$ cat config.mk
export PLATFORM = sky130hd
export DESIGN_NAME = alarm_controller
export DESIGN_NICKNAME = d
export VERILOG_FILES = /design/src/rtl/alarm_controller.sv
export SDC_FILE = /design/constraint.sdc
export NUM_CORES = 1
export LEC_CHECK = 0
export CAP_MARGIN = 5
export CELL_PAD_IN_SITES_DETAIL_PLACEMENT = 1
export CELL_PAD_IN_SITES_GLOBAL_PLACEMENT = 1
export CORE_MARGIN = 8
export CORE_UTILIZATION = 33
export CTS_CLUSTER_SIZE = 16
export DETAILED_ROUTE_END_ITERATION = 10
export PLACE_DENSITY_LB_ADDON = 0.15
export SETUP_SLACK_MARGIN = 0.5
export SLEW_MARGIN = 30
export SYNTH_ARGS = -nofsm -noshare
export SYNTH_HDL_FRONTEND = slang
export SYNTH_SLANG_ARGS = --single-unit
export TNS_END_PERCENT = 50
$ cat constraint.sdc
create_clock -name clk -period 2.4 [get_ports clk]
set_clock_uncertainty 0.2 [all_clocks]
set_input_delay 0.72 -clock clk [delete_from_list [all_inputs] [get_ports clk]]
set_output_delay 0.72 -clock clk [all_outputs]
set_load 0.05 [all_outputs]
$ cat src/rtl/alarm_controller.sv
// Alarm controller: compares the alarm time with the digital clock and runs a
// ring / snooze / auto-off state machine paced by one-second ticks.
module alarm_controller #(
  parameter int SNOOZE_SEC  = 300,
  parameter int RING_SEC    = 60,
  parameter int MAX_SNOOZES = 3
) (
  input  logic       clk,
  input  logic       rst,
  input  logic [5:0] seconds,
  input  logic [5:0] minutes,
  input  logic [3:0] hours,
  input  logic       set_alarm,
  input  logic [3:0] set_hours,
  input  logic [5:0] set_minutes,
  input  logic       alarm_en,
  input  logic       snooze,
  input  logic       stop,
  output logic       buzzer,
  output logic [1:0] state,
  output logic [1:0] snooze_count,
  output logic [3:0] alarm_hours,
  output logic [5:0] alarm_minutes
);

  localparam int RING_W   = $clog2(RING_SEC + 1);
  localparam int SNOOZE_W = $clog2(SNOOZE_SEC + 1);

  typedef enum logic [1:0] {
    ST_IDLE    = 2'd0,
    ST_RINGING = 2'd1,
    ST_SNOOZE  = 2'd2
  } state_t;

  state_t              r_state;
  logic                r_buzzer;
  logic [1:0]          r_snooze_count;
  logic [3:0]          r_alarm_hours;
  logic [5:0]          r_alarm_minutes;
  logic [RING_W-1:0]   r_ring_timer;
  logic [SNOOZE_W-1:0] r_snooze_timer;
  logic [5:0]          r_seconds_prev;

  logic w_sec_tick;
  logic w_match;
  logic w_set_valid;

  assign w_sec_tick  = (seconds != r_seconds_prev);
  // Only the tick on which seconds becomes 0 can match, so a held 0 never re-rings.
  assign w_match     = w_sec_tick && (seconds == 6'd0) &&
                       (hours == r_alarm_hours) && (minutes == r_alarm_minutes);
  assign w_set_valid = set_alarm && (set_hours <= 4'd11) && (set_minutes <= 6'd59);

  // NOTE: all state is updated with non-blocking assignments so every branch
  // reads the pre-edge values of the registers, independent of statement order.
  always_ff @(posedge clk) begin
    if (rst) begin
      r_state         <= ST_IDLE;
      r_buzzer        <= 1'b0;
      r_snooze_count  <= 2'd0;
      r_alarm_hours   <= 4'd0;
      r_alarm_minutes <= 6'd0;
      r_ring_timer    <= '0;
      r_snooze_timer  <= '0;
      r_seconds_prev  <= 6'd0;
    end else begin
      r_seconds_prev <= seconds;
      if (w_set_valid) begin
        r_alarm_hours   <= set_hours;
        r_alarm_minutes <= set_minutes;
        r_state         <= ST_IDLE;
        r_buzzer        <= 1'b0;
        r_snooze_count  <= 2'd0;
        r_ring_timer    <= '0;
        r_snooze_timer  <= '0;
      end else if (!alarm_en) begin
        r_state        <= ST_IDLE;
        r_buzzer       <= 1'b0;
        r_snooze_count <= 2'd0;
      end else begin
        unique case (r_state)
          ST_IDLE: begin
            if (w_match) begin
              r_state        <= ST_RINGING;
              r_buzzer       <= 1'b1;
              r_ring_timer   <= RING_W'(RING_SEC);
              r_snooze_count <= 2'd0;
            end
          end
          ST_RINGING: begin
            if (stop) begin
              r_state        <= ST_IDLE;
              r_buzzer       <= 1'b0;
              r_snooze_count <= 2'd0;
            end else if (snooze && (r_snooze_count < 2'(MAX_SNOOZES))) begin
              r_state        <= ST_SNOOZE;
              r_buzzer       <= 1'b0;
              r_snooze_count <= r_snooze_count + 2'd1;
              r_snooze_timer <= SNOOZE_W'(SNOOZE_SEC);
            end else if (w_sec_tick) begin
              // Leaving on the tick that would reach 0 keeps the timer from underflowing.
              if (r_ring_timer <= RING_W'(1)) begin
                r_state        <= ST_IDLE;
                r_buzzer       <= 1'b0;
                r_snooze_count <= 2'd0;
                r_ring_timer   <= '0;
              end else begin
                r_ring_timer <= r_ring_timer - RING_W'(1);
              end
            end
          end
          ST_SNOOZE: begin
            if (stop) begin
              r_state        <= ST_IDLE;
              r_buzzer       <= 1'b0;
              r_snooze_count <= 2'd0;
            end else if (w_sec_tick) begin
              if (r_snooze_timer <= SNOOZE_W'(1)) begin
                r_state        <= ST_RINGING;
                r_buzzer       <= 1'b1;
                r_snooze_timer <= '0;
                r_ring_timer   <= RING_W'(RING_SEC);
              end else begin
                r_snooze_timer <= r_snooze_timer - SNOOZE_W'(1);
              end
            end
          end
          default: begin
            r_state  <= ST_IDLE;
            r_buzzer <= 1'b0;
          end
        endcase
      end
    end
  end

  assign buzzer        = r_buzzer;
  assign state         = r_state;
  assign snooze_count  = r_snooze_count;
  assign alarm_hours   = r_alarm_hours;
  assign alarm_minutes = r_alarm_minutes;

endmodule

# Word level (Yosys, flattened, before mapping)
# Index checks and enable logic that the tools add are counted.
# Widths: inputs -> output; s select.
# classes
n_addsub	3
n_lt_le_gt_ge	5
n_eq_ne	18
mux	38
bitwise_logic	1
n_reduce_logical	16
# op_table
op	n
$mux 6	8
$mux 9	5
$mux 2	12
$ne 2x2->1 const B	9
$pmux 6 s3	1
$pmux 9 s2	1
$pmux 2 s3	2
$reduce_and 5->1	2
$le 9x1->1 const B	1
$reduce_and 9->1	1
$sub 9x1->9 const B	1
$mux 1	8
$ne 4x4->1 const B	2
$eq 6x6->1	1
$le 6x1->1 const B	1
$le 6x6->1 const B	1
$logic_and 1x1->1	6
$logic_not 6->1	1
$ne 3x3->1 const B	2
$ne 6x6->1	1
$reduce_and 6->1	1
$sub 6x1->6 const B	1
$eq 4x4->1	1
$le 4x4->1 const B	1
11 further kinds	11
# totals
reg_bits	36
inputBits	32
output_inout_bits	15
wordCells	89

# Depth between registers and ports, before layout
# Gate-level depths: netlist of the first run.
# logic_depth
word_depth	6
depth_mapped	9
mapped_depth_nobuf	8

# Worst setup path before layout of the first run
# Ideal clock, no wire load.
# synth_path
path_kind	input to register
start	input port seconds[0]
end	register r_ring_timer[1]
setup_time_ns	0.097
arrival_time_ns	2.149
t_required_ns	2.103
path_slack_ns	-0.046
cell_stages	7
n_path_buf	1
path_cell_list	nor4_2 nand4_1 o31ai_2 a21oi_2 or2_1 buf_6 o41ai_4
# synth_between
elab_chain_len	6
# synth_lines
item	line_no	text
start: declaration	10	input logic [5:0] seconds,
$ne 6x6->1 or $logic_not 6->1 (tied branches)	48, 50	
$logic_and 1x1->1 (2 in series)	50	assign w_match = w_sec_tick && (seconds == 6'd0) &&
$logic_and 1x1->1	51	(hours == r_alarm_hours) && (minutes == r_alarm_minutes);
$ne 2x2->1 (no line)	n/a	
$reduce_and 9->1 (no line) (*)	n/a	
end signal: assignment	86	r_ring_timer <= RING_W'(RING_SEC);
end signal: assignment	108	r_ring_timer <= r_ring_timer - RING_W'(1);
end signal: assignment	122	r_ring_timer <= RING_W'(RING_SEC);
end: declaration	40	logic [RING_W-1:0] r_ring_timer;
# Every way passes the cells marked *; elsewhere a longest branch is shown, timed or not.
# A chain may end at the register's enable or synchronous reset.

# Worst setup path in the final report of the first run
# layout_path
start	input port seconds[3]
end	register r_ring_timer[1]
# The elaborated chain is that of the path after synthesis.

==> results of run 1 <==
## power by group through the flow
stage	Combinational (W)	Clock, W	Sequential (W)
finish	0.000255	0.000545	0.000626
global route	0.000271	0.000582	0.000628
CTS	0.000236	0.000552	0.000625
detailed placement	0.000228	0	0.000637
global placement	0.000225	0	0.000637
floorplan	0.0000725	0	0.000671
## cell usage in the layout, fill, tap and decap left out, types with 3 or more instances in the layout
cell type        instances
nand2b_1                 3
o21ai_2                  3
a21oi_2                  4
xnor2_1                 10
clkdlybuf4s15_1          5
o21ai_0                  7
nor2b_1                  7
ha_1                     5
o21bai_1                 3
nor3_1                   9
inv_1                   11
buf_4                   49
nor3_4                   3
mux2i_1                  9
o311ai_2                 3
clkbuf_8                 5
xor2_1                   4
a21oi_1                 14
buf_6                    7
o21ai_1                  3
clkbuf_2                 4
dfxtp_2                  4
dfxtp_1                 31
buf_2                    5
clkdlybuf4s50_1         12
nand4_1                  6
nand2_1                 19
nand3_2                  3
nor2_1                  23
nand3_1                  4
## per-stage QoR
step | hold slack, ns | instances | worst slack [ns] | TNS [ns]
2_1_floorplan | 0.2447 | 240 | 0.1233 | 0
3_5_place_dp | 0.2708 | 380 | -0.5707 | -8.774
5_1_grt | 0.3142 | 401 | -0.01195 | -0.01195
3_3_place_gp | 0.2657 | 380 | -0.5228 | -8.357
6_report | 0.2924 | 401 | 0.1407 | 0
4_1_cts | 0.2827 | 394 | 0.07624 | 0
## final timing paths
kind                                                       end  depth (start not counted)
worst min register to register  r_snooze_timer[1]$_SDFFE_PP0P_                          2
worst min-delay path            r_snooze_timer[1]$_SDFFE_PP0P_                          2
worst max-delay path              r_ring_timer[1]$_SDFFE_PP0P_                          8
worst max register to register  r_snooze_timer[7]$_SDFFE_PP0P_                          7
## layout make-up
class / instances / area, um2
fillers: 707 / 2751
multi-input cells: 184 / 1449
flip-flops and latches: 36 / 729.5
repair buffers: 86 / 709.4
well taps: 75 / 93.84
clock buffers: 6 / 72.57
inverters: 12 / 45.04
clock inverters: 2 / 35.03
## sequential cells by signal, indices dropped and copies added, names as in the netlist
signal	cells
buzzer	1
r_ring_timer	6
r_snooze_timer	9
r_seconds_prev	6
alarm_minutes	6
state	2
snooze_count	2
alarm_hours	4
## metal layers
layer,track usage,vias to the layer above,part of all wire
met5,0,-,0
met4,0.05812,0,0.017
met3,0.05356,9,0.052
met2,0.2445,53,0.53
met1,0.1659,1005,0.40
li1,-,1034,-
## critical path, cell delays in order
cell and delay, ns:
buf_8 0.10, nor4_4 0.25, nand4_1 0.23, o31ai_4 0.29
a21oi_4 0.13, buf_4 0.15, o211ai_1 0.23, o41ai_4 0.12
## what timing repair did
action                     in CTS  in global routing
setup endpoints to repair      29                 30
hold buffers                    0                  0
resized for setup              78                 36
pin swaps                      33                 31
buffers inserted                6                  7
## logic make-up after synthesis
logic type      after synthesis  share of synthesized area
compound gates               60                     0.2106
buf+inv                      20                    0.04374
fa+ha+maj                     5                    0.03125
xor+xnor                     16                    0.07000
simple gates                 94                     0.2394
mux                           9                    0.04500
flops                        36                     0.3600
==> results.toml, run 1 <==
[yosys]
synth_common_cells = "36 x dfxtp_1, 26 x nor2_1, 20 x nand2_1"
syn_area_um2 = 2002
ys_async_sr_fraction = 0
yosys.cell_count.top_type = "dfxtp_1"
netlist.area_leader.share = 0.3600
synthFlopType = "dfxtp_1"
yosysUniqueCellTypes = 48
yosysWarnings = 0
synth_edf_count = 0
yosys-top-cells-area = "dfxtp_1 36%, nor2_1 4.9%, a21oi_1 4.5%"
synth_cells = 240
avgSynthCellArea_um2 = 8.341
syn_nets = 277
yosysSeqAreaShare = 0.3600
ys_ff_latch = 36
yosys.area.top_type = "dfxtp_1"

[die]
dieArea_um2 = 8814
start_util = 0.3401
num_rows = 28
die_h_um = 93.89
die_width_um = 93.89
io_pins = 47
coreArea_um2 = 5886

[critical_path]
crit_path_start_kind = "primary input"
crit_path_end_kind = "register"
cp_data_required_time_ns = 2.37
startpoint = "seconds[3]"
r2r_slack_ns = 0.21
rr_startpoint = "state[0]$_SDFFE_PP0P_"
cp_max_fo = 6
worstPathArrival_ns = 2.23
critPathKind = "in -> reg"

[power_and_ir_drop]
p_comb_frac = 0.179
p_sw_frac = 0.2684
clkPwrFrac = 0.382
p_int_w = 0.001043
p_total_w = 0.001425
p_seq_frac = 0.439
p_sw_w = 0.0003826
power.density_nw_per_um2 = 454.8
leakage_nw = 1.301
vdd_drop_max_uv = 241.8

[grt]
antenna_found_initial = 0
grt_pass1_wl_mm = 10.45
grt_usage = 0.1468
grt_max_degree = 14
gr-total-overflow = 0
grt_pass1_vias = 2269

[layout]
fin_nets = 362
antennaDiodeCount = 0
area.growth.synth_to_final_pct = 56.56
final_layout_size_suffix_gt1_frac = 0.3712
post-route-util = 0.5325
stdcell_area_um2 = 3134

[sta]
slew_headroom = 0.6012
fin_crit_ns = 2.259
slew_viol_final = 0
fmax_ghz = 0.4426
tightest_slew_ns = 0.5936
finalHoldViolations = 0
setup_viol = 0
post-route-period-util = 0.9414
rsz0062_at_grt = "true"

[clock_tree]
cts_tree = "built"
cts_root_buffer = "clkbuf_8"
clkSlewWorstSetupHoldPaths_ns = 0.08
clock-sinks = 36
clk_latency_ns = 0.29
clockBufferDepth = 2
cts_buffers = 5
htree_levels = 2

[placed_design]
dpl_cell_area_um2 = 2719
io_buffers = 46
dp_hpwl_mm = 4.859
gp_congestion = 0.7946

[job]
drv_cap = 0

[routing]
drt-initial-drc-count = 75
viasPerCell = 5.239
via_count = 2101
drc = 0
firstDrtPassIters = 4
avgRoutedWirePerCell_um = 17.91
routed_wirelength_mm = 7.183
ant_nets = 0

[hold_path]
hp-class = "reg -> reg"
min-delay-start = "r_snooze_timer[1]$_SDFFE_PP0P_"

[run_status]
status = "completed"
(Power assumes the default switching activity.)
==> run 2, diff against run 1 <==
- CTS_CLUSTER_SIZE: 16 -> 25
==> results of run 2 <==
No change in the layout: final DEF, timing and power equal those of run 1.
==> run 3, diff against run 2 <==
- PLACE_DENSITY: not set -> 0.74
- PLACE_DENSITY_LB_ADDON: 0.15 -> not set
==> results.toml, run 3 (synthesis results as in run 1) <==
[clock_tree]
clkSlewWorstSetupHoldPaths_ns = 0.08
clockBufferDepth = 2
cts_root_buffer = "clkbuf_8"
clk_latency_ns = 0.30
cts-hold-fix-buffers = 0
cts_buffers = 5
cts_tree = "built"
htree_levels = 2
clock-sinks = 36

[placed_design]
dp_hpwl_mm = 4.924
io_buffers = 46
pre_cts_ws_ns = -0.5889
gp_congestion = 0.7839

[power_and_ir_drop]
p_sw_frac = 0.2721
p_int_w = 0.001037
vdd_drop_max_uv = 313.5
p_comb_frac = 0.172
p_sw_w = 0.0003878
p_seq_frac = 0.438
leakage_nw = 1.336
clkPwrFrac = 0.391
power.density_nw_per_um2 = 454.9

[layout]
antennaDiodeCount = 0
regMostFlops = "r_snooze_timer"
post-route-util = 0.5323
largest_reg_flops = 9
fin_nets = 366
mostFrequentLayoutCell = "buf_4"
multi_input_area_um2 = 1401
final_layout_size_suffix_gt1_frac = 0.4030
area.growth.synth_to_final_pct = 56.50
n_fill_cell = 688
register_area_um2 = 732.0
final_cell_mix = "52 x buf_4, 31 x dfxtp_1, 23 x nor2_1"

[critical_path]
cp_max_fo = 5
worstPathArrival_ns = 2.26
cp_data_required_time_ns = 2.38
crit_path_end_kind = "register"
critPathKind = "in -> reg"
crit_path_start_kind = "primary input"
crit_chain = "buf_2 -> xnor2_1 -> nand4_1 -> o31ai_2 -> a21oi_2 -> buf_4 -> o311ai_4 -> o31ai_2"
r2r_slack_ns = 0.24
crit_path_max_incr_delay_ns = 0.35
cpMaxStageDelayCell = "o31ai_2"
crit_top_cell = "o31ai_2"

[routing]
highest_layer = "met4"
firstDrtPassIters = 4
drc = 0
avgRoutedWirePerCell_um = 17.14
viasPerCell = 5.267
ant_nets = 0
drt-initial-drc-count = 56
wirelength_met1_mm = 2.993
via_count = 2133
routed_wirelength_mm = 6.940
wl_met3_um = 359
dr_wl_met2_mm = 3.505

[grt]
gr-total-overflow = 0
grt_pass1_vias = 2292
grt_max_degree = 13
antenna_found_initial = 0
grt_pass1_wl_mm = 10.91
grt_usage = 0.1522

[die]
dieArea_um2 = 8814
io_pins = 47
num_rows = 28
die_width_um = 93.89
die_h_um = 93.89
start_util = 0.3401
coreArea_um2 = 5886

[sta]
tightest_slew_ns = 0.6429
fin_tns_setup_ns = 0
fin_crit_ns = 2.283
post-route-period-util = 0.9513
fmax_ghz = 0.4380
rsz0062_at_grt = "true"
finalHoldViolations = 0
setup_viol = 0
slew_viol_final = 0
slew_headroom = 0.5681
holdWs_ns = 0.2960
finalWorstSetupSlack_ns = 0.1168

[hold_path]
hp-class = "reg -> reg"

[run_status]
status = "completed"

[job]
drv_cap = 0
run 3: cell count changes in the layout (fill, tap and decap cells not counted), sizes merged:
| cell | before | now |
|---|---|---|
| dlygate4sd2 | 2 | 0 |
| clkdlybuf4s15 | 5 | 3 |
| clkdlybuf4s50 | 12 | 8 |
| inv | 12 | 13 |
| dlymetal6s2s | 0 | 5 |
| buf | 63 | 71 |
| clkbuf | 10 | 8 |
run 3: per-layer routing:
metal	vias to the layer above	GRT usage
met5	-	0
met4	0	0.03831
met3	12	0.05436
met2	46	0.2655
met1	1034	0.1709
li1	1041	-
run 3: worst paths after layout:
kind | startpoint | end | depth (start not counted)
max reg2reg | r_snooze_timer[0]$_SDFFE_PP0P_ | r_ring_timer[4]$_SDFFE_PP0P_ | 8
max | minutes[0] | r_ring_timer[3]$_SDFFE_PP0P_ | 8
min reg2reg | r_snooze_timer[7]$_SDFFE_PP0P_ | r_snooze_timer[7]$_SDFFE_PP0P_ | 2
min | r_snooze_timer[7]$_SDFFE_PP0P_ | r_snooze_timer[7]$_SDFFE_PP0P_ | 2
run 3: worst max-delay path: cells and delay by family:
kind	cells	cell delay, ns
buf+inv	2	0.28
compound gates	4	0.92
xor+xnor	1	0.16
simple gates	1	0.18
run 3: power by group through the flow:
stage / Combinational (W) / Sequential (W) / Clock (W)
final: 0.000245 / 0.000624 / 0.000557
after global routing: 0.000261 / 0.000626 / 0.000592
after CTS: 0.000235 / 0.000625 / 0.000561
after global placement: 0.000221 / 0.000638 / 0
after detailed placement: 0.000227 / 0.000637 / 0
after floorplan: 0.0000725 / 0.000671 / 0
run 3: final cells by class:
| cell class | instances | share of cell area |
|---|---|---|
| clock inverter | 3 | 0.01318 |
| timing repair buffer | 90 | 0.2396 |
| sequential | 36 | 0.2336 |
| multi-input combinational | 184 | 0.4473 |
| clock buffer | 5 | 0.02196 |
| tap | 75 | 0.02995 |
| inverter | 12 | 0.01438 |
run 3: per-stage QoR:
stage / total power, W / std cells / instance area [um2]
2_1_floorplan: 0.0007433 / 240 / 2052
3_3_place_gp: 0.0008591 / 380 / 2719
3_5_place_dp: 0.0008644 / 380 / 2719
4_1_cts: 0.001421 / 398 / 2964
5_1_grt: 0.001479 / 405 / 3133
6_report: 0.001425 / 405 / 3133
run 3: what timing repair did:
item,CTS,global route
setup endpoints to repair,29,33
pin swaps,36,23
buffers inserted,10,7
resized for setup,87,43
